File: src/rtl/spi_ram_burst.sv
// Single-port RAM behind an SPI slave: executes 2-bit-tagged command words with
// independent auto-incrementing write/read pointers and an error pulse on bad commands.
module spi_ram_burst #(
  parameter int DATA_W    = 8,
  parameter int MEM_DEPTH = 256,
  parameter int ADDR_W    = 8,
  parameter int AUTO_INC  = 1
) (
  input  logic              clk,
  input  logic              rst_n,
  input  logic              rx_valid,
  input  logic [DATA_W+1:0] din,
  output logic [DATA_W-1:0] dout,
  output logic              tx_valid,
  output logic              err
);

  localparam logic [1:0] TAG_WR_ADDR = 2'b00;
  localparam logic [1:0] TAG_WR_DATA = 2'b01;
  localparam logic [1:0] TAG_RD_ADDR = 2'b10;
  localparam logic [1:0] TAG_RD_DATA = 2'b11;

  logic [DATA_W-1:0] r_mem [MEM_DEPTH];
  logic [ADDR_W-1:0] r_wr_ptr;
  logic [ADDR_W-1:0] r_rd_ptr;
  logic              r_wr_armed;
  logic              r_rd_armed;
  logic [DATA_W-1:0] r_dout;
  logic              r_tx_valid;
  logic              r_err;

  logic [1:0]        w_tag;
  logic [DATA_W-1:0] w_payload;
  logic [ADDR_W-1:0] w_addr;
  logic              w_addr_ok;
  logic [ADDR_W-1:0] w_wr_ptr_nxt;
  logic [ADDR_W-1:0] w_rd_ptr_nxt;
  logic              w_mem_we;

  assign w_tag     = din[DATA_W+1:DATA_W];
  assign w_payload = din[DATA_W-1:0];
  assign w_addr    = din[ADDR_W-1:0];
  // One extra bit so MEM_DEPTH == 2**ADDR_W compares correctly.
  assign w_addr_ok = ({1'b0, w_addr} < (ADDR_W+1)'(MEM_DEPTH));

  function automatic logic [ADDR_W-1:0] ptr_inc(input logic [ADDR_W-1:0] p);
    if (AUTO_INC == 0)
      return p;
    else if (p == ADDR_W'(MEM_DEPTH - 1))
      return '0;
    else
      return p + 1'b1;
  endfunction

  assign w_wr_ptr_nxt = ptr_inc(r_wr_ptr);
  assign w_rd_ptr_nxt = ptr_inc(r_rd_ptr);
  assign w_mem_we     = rx_valid && (w_tag == TAG_WR_DATA) && r_wr_armed;

  // Storage is deliberately left out of reset.
  always_ff @(posedge clk) begin
    if (w_mem_we) r_mem[r_wr_ptr] <= w_payload;
  end

  always_ff @(posedge clk or negedge rst_n) begin
    if (!rst_n) begin
      r_wr_ptr   <= '0;
      r_rd_ptr   <= '0;
      r_wr_armed <= 1'b0;
      r_rd_armed <= 1'b0;
      r_dout     <= '0;
      r_tx_valid <= 1'b0;
      r_err      <= 1'b0;
    end else begin
      r_err      <= 1'b0;
      r_tx_valid <= 1'b0;
      if (rx_valid) begin
        case (w_tag)
          TAG_WR_ADDR: begin
            if (w_addr_ok) begin
              r_wr_ptr   <= w_addr;
              r_wr_armed <= 1'b1;
            end else begin
              r_wr_armed <= 1'b0;
              r_err      <= 1'b1;
            end
          end
          TAG_WR_DATA: begin
            if (r_wr_armed) r_wr_ptr <= w_wr_ptr_nxt;
            else            r_err    <= 1'b1;
          end
          TAG_RD_ADDR: begin
            if (w_addr_ok) begin
              r_rd_ptr   <= w_addr;
              r_rd_armed <= 1'b1;
            end else begin
              r_rd_armed <= 1'b0;
              r_err      <= 1'b1;
            end
          end
          TAG_RD_DATA: begin
            if (r_rd_armed) begin
              r_dout     <= r_mem[r_rd_ptr];
              r_tx_valid <= 1'b1;
              r_rd_ptr   <= w_rd_ptr_nxt;
            end else begin
              r_err <= 1'b1;
            end
          end
          default: ;
        endcase
      end
    end
  end

  assign dout     = r_dout;
  assign tx_valid = r_tx_valid;
  assign err      = r_err;

endmodule
File: config.mk
export PLATFORM = sky130hd
export DESIGN_NAME = spi_ram_burst
export DESIGN_NICKNAME = d
export VERILOG_FILES = /design/src/rtl/spi_ram_burst.sv
export SDC_FILE = /design/constraint.sdc
export NUM_CORES = 2
export LEC_CHECK = 0
export BUFFER_PORTS_ARGS = -buffer_cell sky130_fd_sc_hd__buf_2
export CORE_UTILIZATION = 55
export CTS_CLUSTER_SIZE = 8
export DETAILED_ROUTE_END_ITERATION = 16
export GPL_TIMING_DRIVEN = 0
export PLACE_DENSITY = 0.7
export SETUP_SLACK_MARGIN = 0.3
export SYNTH_ARGS = -nofsm -noshare
export SYNTH_HDL_FRONTEND = slang
export SYNTH_SLANG_ARGS = --single-unit
export TNS_END_PERCENT = 10
File: constraint.sdc
create_clock -name clk -period 3 [get_ports clk]
set_input_delay 0.6 -clock clk [delete_from_list [all_inputs] [get_ports clk]]
set_output_delay 0.6 -clock clk [all_outputs]
set_load 0.02 [all_outputs]
---- Word-level counts from Yosys, hierarchy flattened ----
Memory sizes are Yosys's and may differ from the RTL's. A register that Yosys moved wholly into a read port is not among the register bits.
Cells that the tools add are included.
cells by class
  $add $sub $neg .......................... 2
  reduce and logical (&&, ||, !) cells .... 12
  equal/unequal tests ..................... 7
  mux-type cells .......................... 15
operator list
  operator                                       number
  two-way mux 8 bit                              4
  case mux 8 bit (2 select lines)                2
  adder 8 x 1 -> 8 bit, second input constant    2
  == test 8 bit, second input constant           2
  AND reduction 3 bit                            3
  two-way mux 1 bit                              8
  == test 2 bit, second input constant           2
  != test 2 bit, second input constant           2
  AND reduction 2 bit                            2
  nonzero test 2 bit                             2
  case mux 1 bit (3 select lines)                1
  == test 2 x 1 -> 1 bit, second input constant  1
  logical AND 1 bit                              2
  zero test 2 bit                                1
  OR reduction 2 bit                             1
  zero test 1 bit                                1
word-level totals
  input port bits ......................... 13
  memories kept ........................... 1
  register bits after elaboration ......... 20
  bits in writable memories ............... 2048
  logic and storage cells ................. 43
  output and inout port bits .............. 10
memories
  memory  words  bits a word  rd ports  clocked after Yosys merged registers in  wr ports  line  source
  r_mem   256    8            1         1                                        1         23    logic [DATA_W-1:0] r_mem [MEM_DEPTH];

---- Longest topological paths before layout ----
  depth after elaboration ................. 5
  depth in mapped cells ................... 12
  gate-level depth less buffers ........... 6

---- Worst setup path before layout ----
No wires, ideal clock.
  kind .................................... input -> register
  from .................................... in din[9]
  to ...................................... mem r_mem[235][0], enable pin
  setup time .............................. 0.370 ns
  path slack .............................. 0.242 ns
  required time ........................... 2.630 ns
  data arrival time ....................... 2.387 ns
  buffers on the path ..................... 4
  cell stages on the path ................. 8
  cell sequence ........................... clkbuf_1 -> nor2_1 -> and3_1 -> clkbuf_1 -> buf_2 -> nand3_1 -> clkbuf_1 -> nor2_1
between the ends
  word-level cells in the longest chain between the ends .. 5
ends and longest elaborated chain
  what                                     line  source
  start: declaration                       12    input logic [DATA_W+1:0] din,
  == test 2 x 1 -> 1 bit                   57    assign w_mem_we = rx_valid && (w_tag == TAG_WR_DATA) && r_wr_armed;
  logical AND 1 bit (2 in a row)           57
  two-way mux 1 bit                        61    if (w_mem_we) r_mem[r_wr_ptr] <= w_payload;
  two-way mux 1 bit (implied by the code)  61
  end: declaration                         23
Every way passes these cells.

==> impl_metrics.csv <==
group,metric,value,unit
status,outcome,"finished with violations",
status,violations,"negative setup slack",
setup_path,required,3790,ps
worst_hold_path,hp-class,"input pin to flop",
synthesis,synthSimpleGateAreaFrac,3.67,%
placed_design,io_buffers,21,
route,dr_total_vias,44900,
pwr,total_power,75.6,mW
timing,tns,-82.5,ps
route,drc,0,
synthesis,synth_fp_nets,4113,
route,via_per_inst,6.90,
synthesis,syn_area_per_cell,19.9,um2
job,drv_cap,0,
pwr,combPwrFrac,17.6,%
synthesis,async_flop_share,1.35,%
layout,post-route-util,66.9,%
synthesis,netlist_area,81600,um2
global_route,grt_max_degree,150,
synthesis,synth_most_common_cell,"edfxtp_1",
die,initial_core_util,55.7,%
layout,nNetsFinal,4548,
setup_path,ff2ff_path_depth,8,
timing,fin_crit_sh,103,%
synthesis,synthAdderAreaFrac,0.0767,%
timing,hold_violations,0,
clock_tree,cts.sinks,2076,
synthesis,ys_ff_latch,2076,
placed_design,dpl-instance-area,84400,um2
setup_path,crit_start,"r_rd_ptr[2]$_DFFE_PN0P_",
pwr,p_switching,19.7,mW
die,core,146000,um2
setup_path,crit_end,"dout[2]$_DFFE_PN0P_",
pwr,vdd_drop_max,533,uV
setup_path,cp_max_fo,10,
pwr,seqPwrFrac,42.7,%
route,ant_nets,0,
global_route,grt_pass1_wl,328000,um
placed_design,hpwlAfterDp,145000,um
synthesis,synth_top_area_share,75.4,%
pwr,powerDensity,772,nW/um2
synthesis,synth_common_cells,"2048 x edfxtp_1, 361 x mux4_2, 350 x mux2i_1, 301 x nor2_1, 108 x a22oi_1",
route,drt_wl_total,235000,um
timing,worst-slew-pin-transition,1180,ps
route,drt_iter0_markers,6169,
pwr,internal_power,55.9,mW
global_route,grt_pass1_vias,44100,
timing,fin_skew,52.2,ps
timing,finalMaxSlewViolations,0,
route,firstDrtPassIters,6,
timing,setup_viol,1,
synthesis,yosys-mux-area-fraction,14.6,%
die,die_x,387,um
synthesis,synth_edf_count,2048,
synthesis,synth_compound_area_share,3.33,%
timing,fmax,324,MHz
timing,hold_ws,66.6,ps
synthesis,yosysTopAreaCell,"edfxtp_1",
setup_path,worstReg2RegEnd,"dout[2]$_DFFE_PN0P_",
clock_tree,clock_tree.root_cell,"clkbuf_16",
pwr,clock_power_share,39.7,%
global_route,track_usage,31.3,%
setup_path,critPathKind,"flop to flop",
timing,rsz0062_at_grt,"true",
pwr,p_leak,30.6,nW
layout,layout-drive-gt1-share,33.3,%
die,die_h,387,um
layout,fin_area,98000,um2
setup_path,reg2reg_from,"r_rd_ptr[2]$_DFFE_PN0P_",
synthesis,ys_warn_count,0,
synthesis,synth_top_family_by_area,"multiplexers",
setup_path,cp-end-kind,"flop",
synthesis,synth_seq_area_share,76.3,%
timing,layout_setup_ws,-82.5,ps
route,avgRoutedWirePerCell,36.2,um
synthesis,synth_ff_type,"edfxtp_1",
setup_path,ff2ff_setup_slack,-80,ps
timing,min_period,3080,ps
placed_design,gp_congestion,0.993,
synthesis,yosys.cell_types.count,57,
clock_tree,clkSlewWorstSetupHoldPaths,60,ps
die,pin_count,23,
clock_tree,clock_path_buffers,4,
synthesis,syn_inst,4095,
timing,slew_headroom,21.2,%
die,rows,140,
global_route,gr-total-overflow,0,
clock_tree,cts_max_level,5,
clock_tree,clock_latency,900,ps
die,die-area,150000,um2
worst_hold_path,hold_start,"rx_valid",
layout,syn_to_final_growth,20.1,%
pwr,sw_frac_of_total,26.0,%
setup_path,cp_data_arrival_time,3870,ps
clock_tree,cts_tree,"done",
setup_path,worstSetupStartpointType,"flop",
synthesis,synth_xor_area_share,0,%
synthesis,synthTopCellsByArea,"edfxtp_1 75%, mux4_2 10%, mux2i_1 4.3%",
global_route,antenna_found_initial,13,
clock_tree,numCtsBuffers,309,
## critical path, cell delays in order (launching register included)
cell	delay [ps]
dfrtp_1	470
buf_4	310
clkinv_4	250
clkbuf_2	400
nand2_1	300
o21ai_0	180
a31oi_2	320
nand4_1	430
o221ai_2	280
## how the worst min path moves through the flow
stage,cells after the start,end,slack (ps)
3_5_place_dp,1,r_rd_armed$_DFFE_PN0P_,520
5_1_grt,2,r_wr_armed$_DFFE_PN0P_,50
4_1_cts,2,r_wr_armed$_DFFE_PN0P_,10
2_1_floorplan,0,dout[0]$_DFFE_PN0P_,300
6_report,2,r_wr_armed$_DFFE_PN0P_,70
3_3_place_gp,1,r_rd_armed$_DFFE_PN0P_,510
## metal layers
metal	share of wire, %	up-vias	track usage [%]
li1	-	17700	-
met1	37	23300	42.4
met2	46	3154	47.1
met3	12	698	9.29
met4	5.4	12	14.9
met5	0.031	-	0
## cell families after synthesis
kind of cell | Yosys count
AO/OA/AOI/OAI | 384
multiplexers | 731
adder cells (fa/ha/maj) | 5
AND/OR/NAND/NOR | 636
buffers and inverters | 263
flip-flops | 2076
## what timing repair did
item                        CTS  global route
gates cloned                  7             0
hold buffers                  3             0
pin swaps                    75            33
hold endpoints to repair     39             0
gates resized for setup     829           326
setup buffers                74             9
setup endpoints to repair  1760          1867
## flip-flops by register name, indices dropped and copies added (netlist names)
signal      count
r_rd_ptr        8
tx_valid        1
err             1
r_wr_ptr        8
r_rd_armed      1
r_wr_armed      1
dout            8
r_mem        2048
## power groups by stage
| stage | clock [mW] | sequential (mW) | combinational, mW |
|---|---|---|---|
| 2_1_floorplan | 0 | 32.7 | 6.09 |
| 3_5_place_dp | 0 | 32.8 | 10.3 |
| 6_report | 30.0 | 32.3 | 13.3 |
| 3_3_place_gp | 0 | 32.9 | 10.2 |
| 5_1_grt | 31.3 | 32.3 | 13.5 |
| 4_1_cts | 30.1 | 32.3 | 12.6 |
## through the flow
step	worst slack [ps]	cells
after floorplan	242	4095
after global placement	-2340	6033
after detailed placement	-1350	6043
after CTS	35.1	6489
after global routing	4.06	6498
final	-82.5	6503
## area by class of cell
type | count | area, um2
Clock inverter | 8 | 72.6
Buffer | 255 | 3010
Sequential cell | 2076 | 62200
Timing Repair Buffer | 124 | 1450
Antenna cell | 5 | 12.5
Multi-Input combinational cell | 1756 | 20700
Clock buffer | 354 | 8050
Inverter | 8 | 35.0
Tap cell | 1917 | 2400
Fill cell | 9062 | 48500
## cell usage in the layout, fill, tap and decap left out, drive strengths merged, types with 33 or more instances in the layout
cell / instances
a211oi: 33
a22oi: 108
and2: 51
buf: 292
clkbuf: 434
edfxtp: 2048
mux2i: 350
mux4: 366
nand2: 99
nand3: 56
nand4: 44
nor2: 301
o221ai: 39
o22ai: 87
Power figures use the tool's default switching activity.
